File: src/rtl/idx_seq_pkg.sv
// Shared definitions for the indexed-load/store sequencer.
package idx_seq_pkg;

  // Sequencer states.
  typedef enum logic [2:0] {
    StIdle   = 3'd0,
    StFetchD = 3'd1,
    StCalc   = 3'd2,
    StMem    = 3'd3,
    StWb     = 3'd4,
    StDone   = 3'd5
  } state_e;

  // Z80 8-bit register codes as they appear in the r field of the opcode.
  localparam logic [2:0] RegB = 3'd0;
  localparam logic [2:0] RegC = 3'd1;
  localparam logic [2:0] RegD = 3'd2;
  localparam logic [2:0] RegE = 3'd3;
  localparam logic [2:0] RegH = 3'd4;
  localparam logic [2:0] RegL = 3'd5;
  localparam logic [2:0] RegA = 3'd7;

  // Code 6 selects (HL) in the plain encoding and has no meaning here.
  localparam logic [2:0] REG_ILLEGAL = 3'd6;

  // Number of internal address-calculation cycles.
  localparam int unsigned CALC_CYCLES = 5;
  localparam int unsigned CntW = 3;

  // Two's-complement widening of the displacement byte.
  function automatic logic [15:0] sext8(input logic [7:0] v);
    return {{8{v[7]}}, v};
  endfunction

endpackage

File: src/rtl/idx_ea_adder.sv
// Effective-address adder: 16-bit base plus sign-extended 8-bit displacement.
module idx_ea_adder
  import idx_seq_pkg::*;
(
  input  logic [15:0] base_i,
  input  logic [7:0]  disp_i,
  output logic [15:0] ea_o
);

  // Wraps modulo 2^16, matching the CPU's address arithmetic.
  assign ea_o = base_i + sext8(disp_i);

endmodule

File: src/rtl/idx_disp_sequencer.sv
// Sequencer for LD r,(IX/IY+d) and LD (IX/IY+d),r: fetches the displacement,
// spends a fixed number of cycles forming the effective address, performs the
// memory access and, for loads, writes the register file.
module idx_disp_sequencer
  import idx_seq_pkg::*;
(
  input  logic        clk,
  input  logic        rst,
  input  logic        start,
  input  logic        is_Y,
  input  logic        dir_store,
  input  logic [2:0]  reg_sel,
  input  logic [15:0] ix,
  input  logic [15:0] iy,
  input  logic [15:0] pc,
  input  logic [7:0]  reg_rdata,
  input  logic [7:0]  mem_rdata,
  input  logic        mem_ready,
  output logic [15:0] mem_addr,
  output logic        mem_rd,
  output logic        mem_wr,
  output logic [7:0]  mem_wdata,
  output logic        pc_inc,
  output logic        reg_we,
  output logic [2:0]  reg_waddr,
  output logic [7:0]  reg_wdata,
  output logic [15:0] wz,
  output logic        busy,
  output logic        done,
  output logic        err_illegal
);

  state_e state_q, state_d;

  logic            is_y_q;
  logic            store_q;
  logic [2:0]      sel_q;
  logic [15:0]     wz_q;
  logic [7:0]      wdata_q;
  logic [7:0]      ldata_q;
  logic [CntW-1:0] cnt_q;
  logic            err_q;

  logic            start_ok;
  logic            start_bad;
  logic            calc_last;
  logic [15:0]     base;
  logic [15:0]     ea;

  // Starts are only honoured in IDLE; anything arriving while busy is dropped.
  assign start_ok  = (state_q == StIdle) && start && (reg_sel != REG_ILLEGAL);
  assign start_bad = (state_q == StIdle) && start && (reg_sel == REG_ILLEGAL);
  assign calc_last = (state_q == StCalc) && (cnt_q == '0);

  assign base = is_y_q ? iy : ix;

  idx_ea_adder u_ea_adder (
    .base_i (base),
    .disp_i (mem_rdata),
    .ea_o   (ea)
  );

  // State register.
  always_ff @(posedge clk) begin
    if (rst) begin
      state_q <= StIdle;
    end else begin
      state_q <= state_d;
    end
  end

  // Next-state logic.
  always_comb begin
    state_d = state_q;
    unique case (state_q)
      StIdle: begin
        if (start_ok) state_d = StFetchD;
      end
      StFetchD: begin
        if (mem_ready) state_d = StCalc;
      end
      StCalc: begin
        if (calc_last) state_d = StMem;
      end
      StMem: begin
        if (mem_ready) state_d = store_q ? StDone : StWb;
      end
      StWb: begin
        state_d = StDone;
      end
      StDone: begin
        state_d = StIdle;
      end
      default: begin
        state_d = StIdle;
      end
    endcase
  end

  // Moore outputs plus the handshake-qualified PC increment.
  always_comb begin
    mem_addr = 16'h0000;
    mem_rd   = 1'b0;
    mem_wr   = 1'b0;
    pc_inc   = 1'b0;
    reg_we   = 1'b0;
    busy     = 1'b1;
    done     = 1'b0;
    unique case (state_q)
      StIdle: begin
        busy = 1'b0;
      end
      StFetchD: begin
        mem_addr = pc;
        mem_rd   = 1'b1;
        pc_inc   = mem_ready;
      end
      StCalc: begin
      end
      StMem: begin
        mem_addr = wz_q;
        mem_rd   = ~store_q;
        mem_wr   = store_q;
      end
      StWb: begin
        reg_we = 1'b1;
      end
      StDone: begin
        done = 1'b1;
      end
      default: begin
        busy = 1'b0;
      end
    endcase
  end

  // Operation latches and the CALC down-counter.
  always_ff @(posedge clk) begin
    if (rst) begin
      is_y_q  <= 1'b0;
      store_q <= 1'b0;
      sel_q   <= 3'd0;
      cnt_q   <= '0;
    end else begin
      if (start_ok) begin
        is_y_q  <= is_Y;
        store_q <= dir_store;
        sel_q   <= reg_sel;
      end
      if ((state_q == StFetchD) && mem_ready) begin
        cnt_q <= CntW'(CALC_CYCLES - 1);
      end else if ((state_q == StCalc) && (cnt_q != '0)) begin
        cnt_q <= cnt_q - 1'b1;
      end
    end
  end

  // Data path: effective address, store data, load data, illegal flag.
  always_ff @(posedge clk) begin
    if (rst) begin
      wz_q    <= 16'h0000;
      wdata_q <= 8'h00;
      ldata_q <= 8'h00;
      err_q   <= 1'b0;
    end else begin
      err_q <= start_bad;
      // The displacement byte feeds the adder straight from the bus, so WZ
      // is already settled on the first CALC cycle.
      if ((state_q == StFetchD) && mem_ready) begin
        wz_q <= ea;
      end
      if (calc_last && store_q) begin
        wdata_q <= reg_rdata;
      end
      if ((state_q == StMem) && mem_ready && !store_q) begin
        ldata_q <= mem_rdata;
      end
    end
  end

  assign mem_wdata   = wdata_q;
  assign reg_waddr   = sel_q;
  assign reg_wdata   = ldata_q;
  assign wz          = wz_q;
  assign err_illegal = err_q;

endmodule

File: config.mk
export PLATFORM = sky130hd
export DESIGN_NAME = idx_disp_sequencer
export DESIGN_NICKNAME = d
export VERILOG_FILES = /design/src/rtl/idx_seq_pkg.sv /design/src/rtl/idx_ea_adder.sv /design/src/rtl/idx_disp_sequencer.sv
export SDC_FILE = /design/constraint.sdc
export NUM_CORES = 1
export LEC_CHECK = 0
export ABC_AREA = 1
export BUFFER_PORTS_ARGS = -buffer_cell sky130_fd_sc_hd__buf_2
export CAP_MARGIN = 15
export CELL_PAD_IN_SITES_DETAIL_PLACEMENT = 0
export CELL_PAD_IN_SITES_GLOBAL_PLACEMENT = 1
export CORE_UTILIZATION = 30
export DETAILED_ROUTE_END_ITERATION = 10
export PLACE_DENSITY_LB_ADDON = 0.1
export SLEW_MARGIN = 5
export SYNTH_ARGS = -nofsm -noshare
export SYNTH_HDL_FRONTEND = slang
export SYNTH_SLANG_ARGS = --single-unit
File: constraint.sdc
create_clock -name clk -period 3.16 [get_ports clk]
set_input_delay 0 -clock clk [delete_from_list [all_inputs] [get_ports clk]]
set_output_delay 0 -clock clk [all_outputs]
set_load 0.01 [all_outputs]
# Yosys cells after proc, flatten, opt, wreduce, memory -nomap -nowiden
# Cells that the tools add are included.
# word_totals
ff_bits	44
latch_bits	0
ram_bits	0
mem_bits_ro	0
input_bits	73
output_inout_bits	58
elab_cells	57
n_memories	0
# classes
add_sub_neg	2
mul	0
div_mod_pow	0
n_lt_le_gt_ge	0
n_eq_ne	11
n_shift	0
mux	16
bitwise_logic	1
n_reduce_logical	17
# op_table
operator	count
16-bit case mux with 2 select lines	1
3-bit 2-to-1 mux	6
16-bit adder	1
16-bit 2-to-1 mux	1
3-bit case mux with 5 select lines	1
3-bit == test (second input constant)	3
1-bit logical AND	9
2-bit != test (second input constant)	4
3-bit by 2-bit == test with 1-bit output (second input constant)	2
3-bit zero test	2
1-bit 2-to-1 mux	6
5-bit OR reduction	1
4-bit AND reduction	1
3-bit by 1-bit == test with 1-bit output (second input constant)	1
3-bit != test (second input constant)	1
3-bit nonzero test	1
3-bit by 1-bit subtractor with 3-bit output (second input constant)	1
1-bit case mux with 2 select lines	1
2-bit nonzero test	1
2-bit OR reduction	1
1-bit zero test	1
1-bit inverter	1

# Depth between registers and ports, before layout
# Gate-level depths: netlist (run 1).
# depth
word_depth	5
ltp_mapped	16
mapped_depth_nobuf	15

# Hierarchy
# From an unflattened synthesis (run 1), not the netlist that was laid out.
# hier_totals
cells_unflattened	485
area_unflattened_um2	3141.8
# modules_own_cells
module	instances	cells_per_inst	area_per_inst_um2	seq_area_each_um2
idx_disp_sequencer	1	309	2210.9	880.8
idx_ea_adder	1	176	930.9	0.0

# Worst setup path before layout (run 1)
# No wires, ideal clock.
# synth_timing
kind	register to register
startpoint	register is_y_q
endpoint	register wz_q[15], in the netlist wz[15]
arrival_time_ns	2.007
t_required_ns	3.051
path_slack_ns	1.044
path_stages_with_launch	15
n_path_buf	2
cell_sequence	dfxtp_1 -> buf_2 -> buf_2 -> mux2_2 -> ha_1 -> nand2_1 -> inv_1 -> nand2_1 -> nand2_1 -> a21oi_1 -> nand2_1 -> nand2_1 -> nand3_1 -> nand2_1 -> inv_1
# synth_via
elab_chain_cells	2
# synth_rtl
element	line_no	source
start: declaration	idx_disp_sequencer.sv:35	logic is_y_q;
start signal: assignment	idx_disp_sequencer.sv:146	is_y_q <= is_Y;
16-bit 2-to-1 mux	idx_disp_sequencer.sv:55	assign base = is_y_q ? iy : ix;
16-bit adder	idx_ea_adder.sv:11	assign ea_o = base_i + sext8(disp_i);
end signal: assignment	idx_disp_sequencer.sv:161	wz_q <= 16'h0000;
end signal: assignment	idx_disp_sequencer.sv:170	wz_q <= ea;
end: declaration	idx_disp_sequencer.sv:38	logic [15:0] wz_q;
# No other way between the ends.
# A chain may end at the register's enable or synchronous reset.

# Worst setup path after layout (run 1)
# layout_timing
startpoint	register is_y_q
endpoint	register wz_q[8], in the netlist wz[8]
# The elaborated chain is that of the path after synthesis.

==> results by group, run 1 <==
Setup path
  • Req. time, crit path: around 3.4 ns
  • Buf+Inv Stages, Crit Path: 3
  • Max incr delay on CP: ~0.8 ns
  • Worst reg2reg setup slack: approximately 0.57 ns
  • Delay-heaviest family, CP: flip-flops
  • End of the worst register-to-register path: wz[8]
  • Worst Path Class, Setup: register to register
  • Crit start category: register
  • Reg2Reg Depth: 12
  • Reg-to-Reg Start: is_y_q
  • Cell Chain, Critical Path: mux2_2 -> ha_1 -> inv_1 -> fa_1 -> inv_1 -> nand3_1 -> nand3_1 -> a21oi_1 -> or2_2 -> nand3_1 -> nand2_1 -> inv_1
  • Slowest stage cell, crit path: dfxtp_1
  • Critical path capture point type: register
  • Critical Path AT: ~2.9 ns
  • Crit-path max FO: 18

Timing
  • Tcrit/Tclk final: between 80% and 90%
  • Fmax: just under 400 MHz
  • Final Skew: ~0.0095 ns
  • Worst setup margin: between 0.5 and 0.6 ns
  • Final setup fails: 0
  • Worst slew pin tran: about 0.94 ns
  • RSZ-0062 raised after global routing: no
  • Total Negative Setup Slacks: 0 ns
  • Final Max Tran Viols: 0
  • Final hold viol count: 0
  • Fin Hold WS: about 0.022 ns
  • Slew HR: between 30% and 40%
  • Crit path time final: approximately 2.6 ns

Clock network
  • Clk Latency, worst-skew pair: ~0.30 ns
  • CTS buffer count: 5
  • Clock-pin slew on the worst setup and hold paths: around 0.1 ns
  • CTS tree: yes
  • CTS resizes: 0
  • Clock H-tree levels: 2
  • CTS Sinks: 44
  • Root Driver: clkbuf_8
  • CTS max path bufs: 2

Routing
  • Routed wl met2: 4471 um
  • Final ANT Viol Nets: 0
  • Drc violations: 0
  • Metal-1 WL: about 4300 um
  • Final wirelength: approximately 9200 um
  • First-pass DRT Iterations: 4
  • DRT iter0 DRCs: 85
  • Max Used Layer: met4
  • Vias post-DR: about 3400
  • WL/cell: between 10 and 15 um
  • DR WL met3: roughly 320 um
  • Routed vias/inst: 4.476

Worst hold path
  • Hold Path End: reg_wdata[1]
  • WHS Path Cells: 3
  • Worst Hold Class: input port to register
  • Hold path start: mem_rdata[1]

Logic synthesis
  • Post-synth design cell area: 3083 um^2
  • Yosys cell types: 33
  • #FFs+latches synth: 44
  • Synth Area per Inst: 6.436 um^2
  • Yosys warning count: 0
  • Post-Syn Nets: 570
  • Post-synthesis sequential area ratio: between 20 and 30%
  • Post-Syn Instances: 479

Power and ir drop
  • PD cells: 534.0 nW/um^2
  • Internal power: around 0.0012 W
  • Clk pwr share: between 15 and 20%
  • Comb power frac: 50.0%
  • Sequential share of power: about a third
  • Static Leak: between 2 and 2.5 nW
  • Switch Pwr: 0.0009612 W
  • Sw frac: between 40 and 50%
  • VDD IR max: approximately 0.00019 V

Floorplanning
  • Area of the die: between 10000 and 15000 um^2
  • Die Wd: between 100 and 150 um
  • Starting Density: between 30% and 40%
  • Rows: 36
  • Die Ht: slightly above 100 um
  • Ports: around 130
  • Core footprint: ~9900 um^2

Final layout
  • Share of cells above drive strength 1: between 20% and 30%
  • Post-layout nets: just over 700
  • Core Util, Final: a little over two fifths
  • Commonest non-fill, non-tap cell in the layout: buf_2
  • Area delta synth->final: 33.81%
  • Most frequent cells in the layout: buf_2 (130), nand2_1 (115), inv_1 (78)
  • Final Cell Area: 4125 um^2
  • Antenna cells: 0

Place
  • IO Port Bufs: between 100 and 150
  • Setup WS pre-CTS: around 0.53 ns
  • Post-DP Area: 3842 um^2
  • RD Place Congestion: between 0.7 and 0.8
  • HPWL after DPL: approximately 7100 um

Global routing
  • Vias in the first global route: roughly 3000
  • First-pass GRT wire length: 14480 um
  • GRT Total Usage: between 15 and 20%
  • Pin count of the biggest net entering global routing: 32
  • Antenna violations before repair: 0
  • Overflow after GRT: 0

Flow run
  • Max-Cap Viols: 0

Run status
  • Status: finished clean
final cells by class:
type                    count  area, um^2
clock buffers               5       68.82
repair buffers            150       848.3
multi-input cells         338        1813
clock inverters             3       23.77
well taps                 133       166.4
flip-flops and latches     44       880.8
inverters                  86       324.1
fillers                  1079        5739
per-stage QoR:
stage          cells  total power, W
6_report         759        0.002203
5_1_grt          759        0.002422
4_1_cts          759        0.002240
3_5_place_dp     732        0.001843
3_3_place_gp     732        0.001836
2_1_floorplan    479        0.001503
how the worst max path moves through the flow:
| stage | cells past startpoint | end | slack, ns | start |
|---|---|---|---|---|
| final | 12 | wz[8] | 0.57 | is_y_q |
| after CTS | 12 | wz[8] | 0.53 | is_y_q |
| after floorplan | 14 | wz[15] | 1.04 | is_y_q |
| after global placement | 11 | wz[15] | 0.60 | is_y_q |
| after detailed placement | 12 | wz[8] | 0.53 | is_y_q |
| after global routing | 9 | wz[13] | 0.26 | is_y_q |
cells in the mapped netlist (all sizes together):
| cell type | number | share of area [%] |
|---|---|---|
| o211ai | 2 | 0.49 |
| mux2 | 14 | 5.1 |
| nand4 | 2 | 0.41 |
| inv | 85 | 10 |
| xor2 | 2 | 0.57 |
| a211oi | 1 | 0.24 |
| or2 | 5 | 1.0 |
| nand3 | 29 | 5.2 |
| buf | 7 | 1.6 |
| nand2 | 120 | 15 |
| o21ai | 39 | 6.3 |
| fa | 1 | 0.65 |
| clkbuf | 4 | 0.49 |
| dfxtp | 44 | 29 |
| a22o | 5 | 1.4 |
| clkinv | 1 | 0.16 |
| xnor2 | 1 | 0.28 |
| nor2 | 65 | 9.1 |
| a21oi | 27 | 4.4 |
| ha | 17 | 6.9 |
| a31oi | 2 | 0.41 |
| nor3 | 6 | 0.97 |
worst register-to-register path: stages (launching register included):
cell	delay, ns
dfxtp_1	0.81
mux2_2	0.29
ha_1	0.16
inv_1	0.06
fa_1	0.38
inv_1	0.11
nand3_1	0.07
nand3_1	0.15
a21oi_1	0.10
or2_2	0.28
nand3_1	0.07
nand2_1	0.05
inv_1	0.04
power by group through the flow:
stage / combinational [W] / sequential (W) / clock (W)
6_report: 0.00110 / 0.000731 / 0.000370
5_1_grt: 0.00127 / 0.000746 / 0.000410
4_1_cts: 0.00112 / 0.000734 / 0.000388
3_5_place_dp: 0.00110 / 0.000747 / 0
3_3_place_gp: 0.00109 / 0.000744 / 0
2_1_floorplan: 0.000765 / 0.000738 / 0
what timing repair did:
| item | CTS | global route |
|---|---|---|
| hold buffers | 19 | 0 |
| endpoints found under the setup margin | 0 | 0 |
| hold endpoints to repair | 20 | 0 |
| setup buffers | 0 | 0 |
kinds of logic after synthesis:
kind of cell | after synthesis | synth area share [%]
AOI/OAI and AO/OA | 76 | 13.27
xor gates and xnor gates | 3 | 0.8524
and+or+nand+nor | 227 | 32.02
buffers and inverters | 97 | 12.62
adders and majority gates | 18 | 7.549
DFF | 44 | 28.57
muxes | 14 | 5.114
layer usage:
layer  up-vias  global-route usage (%)
met4         0                   3.900
met2        77                   32.86
met3         7                   2.083
met5         -                       0
met1      1505                   21.55
li1       1808                       -
state kept, by name, summed over array words and instances (netlist names), 3 cells and up:
register,count
cnt_q,3
reg_waddr,3
mem_wdata,8
state_q,3
wz,16
reg_wdata,8
Power figures use the tool's default switching activity.
==> run 2, diff against run 1 <==
ABC_AREA = 0   (was 1)
clock period = 2.4 ns   (was 3.16 ns; I/O delays follow)
==> results by group, run 2 <==
Run status
  • Status: finished, violations left
  • Failing checks: negative setup slack

Setup path
  • Worst reg2reg setup slack: -0.11 ns
  • Critical Path AT: 2.71 ns
  • Worst Path Class, Setup: register to register
  • Crit-path max FO: 4
  • Crit start category: register
  • Delay-heaviest family, CP: compound AO/OA/AOI/OAI gates
  • Max incr delay on CP: 0.38 ns
  • Most used cell, CP: buf_4
  • Slowest stage cell, crit path: fa_2
  • Buf+Inv Stages, Crit Path: 4
  • Cell Chain, Critical Path: buf_6 -> buf_4 -> mux2i_1 -> buf_4 -> fa_2 -> nor2b_4 -> o31a_1 -> o21a_1 -> buf_4 -> o211a_1 -> nor3_1 -> or3_1
  • Req. time, crit path: 2.60 ns
  • Critical path capture point type: register
  • Reg2Reg Depth: 12
  • End of the worst register-to-register path: wz[10]
  • Reg-to-Reg Start: is_y_q

Power and ir drop
  • PD cells: around 520 nW/um^2
  • Internal power: about 0.0015 W
  • VDD IR max: ~0.0002 V
  • Sw frac: roughly a third
  • Static Leak: between 2 and 2.5 nW
  • Switch Pwr: around 0.00071 W
  • Clk pwr share: 26.4%
  • Comb power frac: between 30% and 40%
  • Sequential share of power: a little under two fifths

Routing
  • First-pass DRT Iterations: 4
  • Drc violations: 0
  • WL/cell: between 10 and 15 um
  • Final wirelength: about 8600 um
  • DRT iter0 DRCs: slightly above 90
  • Vias post-DR: between 3000 and 4000
  • Routed vias/inst: a little under 5
  • Final ANT Viol Nets: 0

Place
  • RD Place Congestion: 0.7759
  • IO Port Bufs: 130
  • Post-DP Area: roughly 3800 um^2
  • HPWL after DPL: approximately 6400 um

Final layout
  • Most frequent cells in the layout: buf_2 (130), dfxtp_1 (43), nor2_1 (38)
  • Register area: 882.1 um^2
  • Commonest non-fill, non-tap cell in the layout: buf_2
  • Final Cell Area: about 4200 um^2
  • Multi-input logic area: about 1900 um^2
  • Antenna cells: 0
  • Area delta synth->final: 50.11%
  • Max reg flops: 16
  • Core Util, Final: 47.47%
  • Share of cells above drive strength 1: 41.54%
  • Layout fillers: roughly 930
  • Post-layout nets: approximately 600

Global routing
  • Vias in the first global route: 2878
  • GRT Total Usage: roughly 18%
  • First-pass GRT wire length: 13810 um
  • Overflow after GRT: 0
  • Antenna violations before repair: 0
  • Pin count of the biggest net entering global routing: 28

Timing
  • Slew HR: 58.07%
  • Total Negative Setup Slacks: -0.2642 ns
  • Worst setup margin: -0.1132 ns
  • Worst slew pin tran: 0.6290 ns
  • Tcrit/Tclk final: 104.7%
  • Final setup fails: 4
  • Final hold viol count: 0
  • Final Max Tran Viols: 0
  • Fin Hold WS: 0.01324 ns
  • RSZ-0062 raised after global routing: yes
  • Fmax: just under 400 MHz
  • Crit path time final: approximately 2.5 ns
  • Final Skew: slightly below 0.009 ns

Logic synthesis
  • Leading cell types by count after synthesis: dfxtp_1 (44), nor2_1 (39), nand2_1 (32)
  • Post-synth top area share: between 30 and 40%
  • Post-synthesis sequential area ratio: 31.33%
  • Top-count cell post-synth: dfxtp_1
  • Asr flop ratio synth: 0%
  • #FFs+latches synth: 44
  • Post-Syn Instances: roughly 330
  • Post-Syn Nets: ~420
  • Synth Area per Inst: about 8.4 um^2
  • Yosys warning count: 0
  • Post-synth top area cell: dfxtp_1
  • Post-synth EDFFs: 0
  • Post-synth design cell area: 2811 um^2
  • Yosys cell types: 47
  • Top_reg_cell synth: dfxtp_1
  • Synth top area cells: dfxtp_1 (31%), ha_1 (7.6%), mux2i_1 (6.8%), mux2_2 (5.6%), nor2_1 (5.2%)

Clock network
  • Root Driver: clkbuf_8
  • Clock H-tree levels: 2
  • Clock-pin slew on the worst setup and hold paths: 0.09 ns
  • CTS max path bufs: 2
  • CTS Sinks: between 40 and 50
  • CTS tree: yes
  • CTS buffer count: 5
  • Clk Latency, worst-skew pair: 0.30 ns

Floorplanning
  • Die Wd: 98.81 um
  • Ports: approximately 130
  • Starting Density: between 30% and 40%
  • Die Ht: 98.81 um
  • Rows: 34
  • Core footprint: around 9000 um^2
  • Area of the die: ~10000 um^2

Worst hold path
  • Hold path start: start
  • Worst Hold Class: input port to register
  • WHS Path Cells: 3
  • Hold Path End: err_illegal

Flow run
  • Max-Cap Viols: 0
==> run 2: layer usage <==
layer	up-vias	track usage [%]	routed length [um]
met5	-	0	0
met1	1371	23.21	4130
met2	82	30.12	4027
met3	4	2.482	343
met4	0	4.018	51
li1	1553	-	-
==> run 2: area by class of cell <==
cell class | instances | area share (%)
Sequential cell | 44 | 20.90
Tap cell | 108 | 3.202
Timing Repair Buffer | 188 | 27.10
Clock buffer | 6 | 1.720
Clock inverter | 2 | 0.8301
Multi-Input combinational cell | 261 | 45.63
Inverter | 7 | 0.6226
==> run 2: metrics by stage <==
step	total power, W	worst slack [ns]	cells
2_1_floorplan	0.001267	-0.01673	333
3_3_place_gp	0.001562	-0.1989	584
3_5_place_dp	0.001563	-0.2231	584
4_1_cts	0.002192	-0.1884	615
5_1_grt	0.002334	-0.2481	616
6_report	0.002203	-0.1132	616
==> run 2: worst max path at each step <==
stage / start / endpoint / slack (ns) / cells past startpoint
2_1_floorplan: is_y_q / wz[14] / -0.02 / 11
3_3_place_gp: is_y_q / wz[14] / -0.20 / 12
3_5_place_dp: is_y_q / wz[14] / -0.22 / 12
4_1_cts: is_y_q / wz[10] / -0.19 / 10
5_1_grt: is_y_q / wz[10] / -0.25 / 12
6_report: is_y_q / wz[10] / -0.11 / 12
==> run 2: worst register-to-register path, delay by kind of cell, from the launching register on <==
kind                     cells  cell delay [ns]
AO/OA/AOI/OAI                3             0.53
adder cells (fa/ha/maj)      1             0.38
buffers and inverters        4             0.52
flip-flops                   1             0.34
AND/OR/NAND/NOR              3             0.52
multiplexers                 1             0.12
==> run 2: power by group through the flow <==
stage | sequential (W) | clock (W) | combinational, W
2_1_floorplan | 0.000829 | 0 | 0.000438
3_3_place_gp | 0.000830 | 0 | 0.000732
3_5_place_dp | 0.000831 | 0 | 0.000732
4_1_cts | 0.000815 | 0.000595 | 0.000783
5_1_grt | 0.000822 | 0.000621 | 0.000890
6_report | 0.000813 | 0.000582 | 0.000807
==> run 2: cell families (layout without fill, tap and decap cells) <==
group	Yosys count	in the layout	share of synthesized area [%]
compound gates	79	79	19.36
xor+xnor	10	10	3.115
fa+ha+maj	18	18	8.278
buf+inv	28	203	4.406
flops	44	44	31.33
mux	33	33	12.37
simple gates	121	121	21.14
==> run 2: repair_timing <==
action / in CTS / in global routing
endpoints found under the setup margin: 9 / 11
buffers inserted: 4 / 1
cloned: 0 / 0
pin swaps: 8 / 9
hold buffers: 20 / 0
endpoints found under the hold margin: 20 / 0
gates resized for setup: 10 / 11
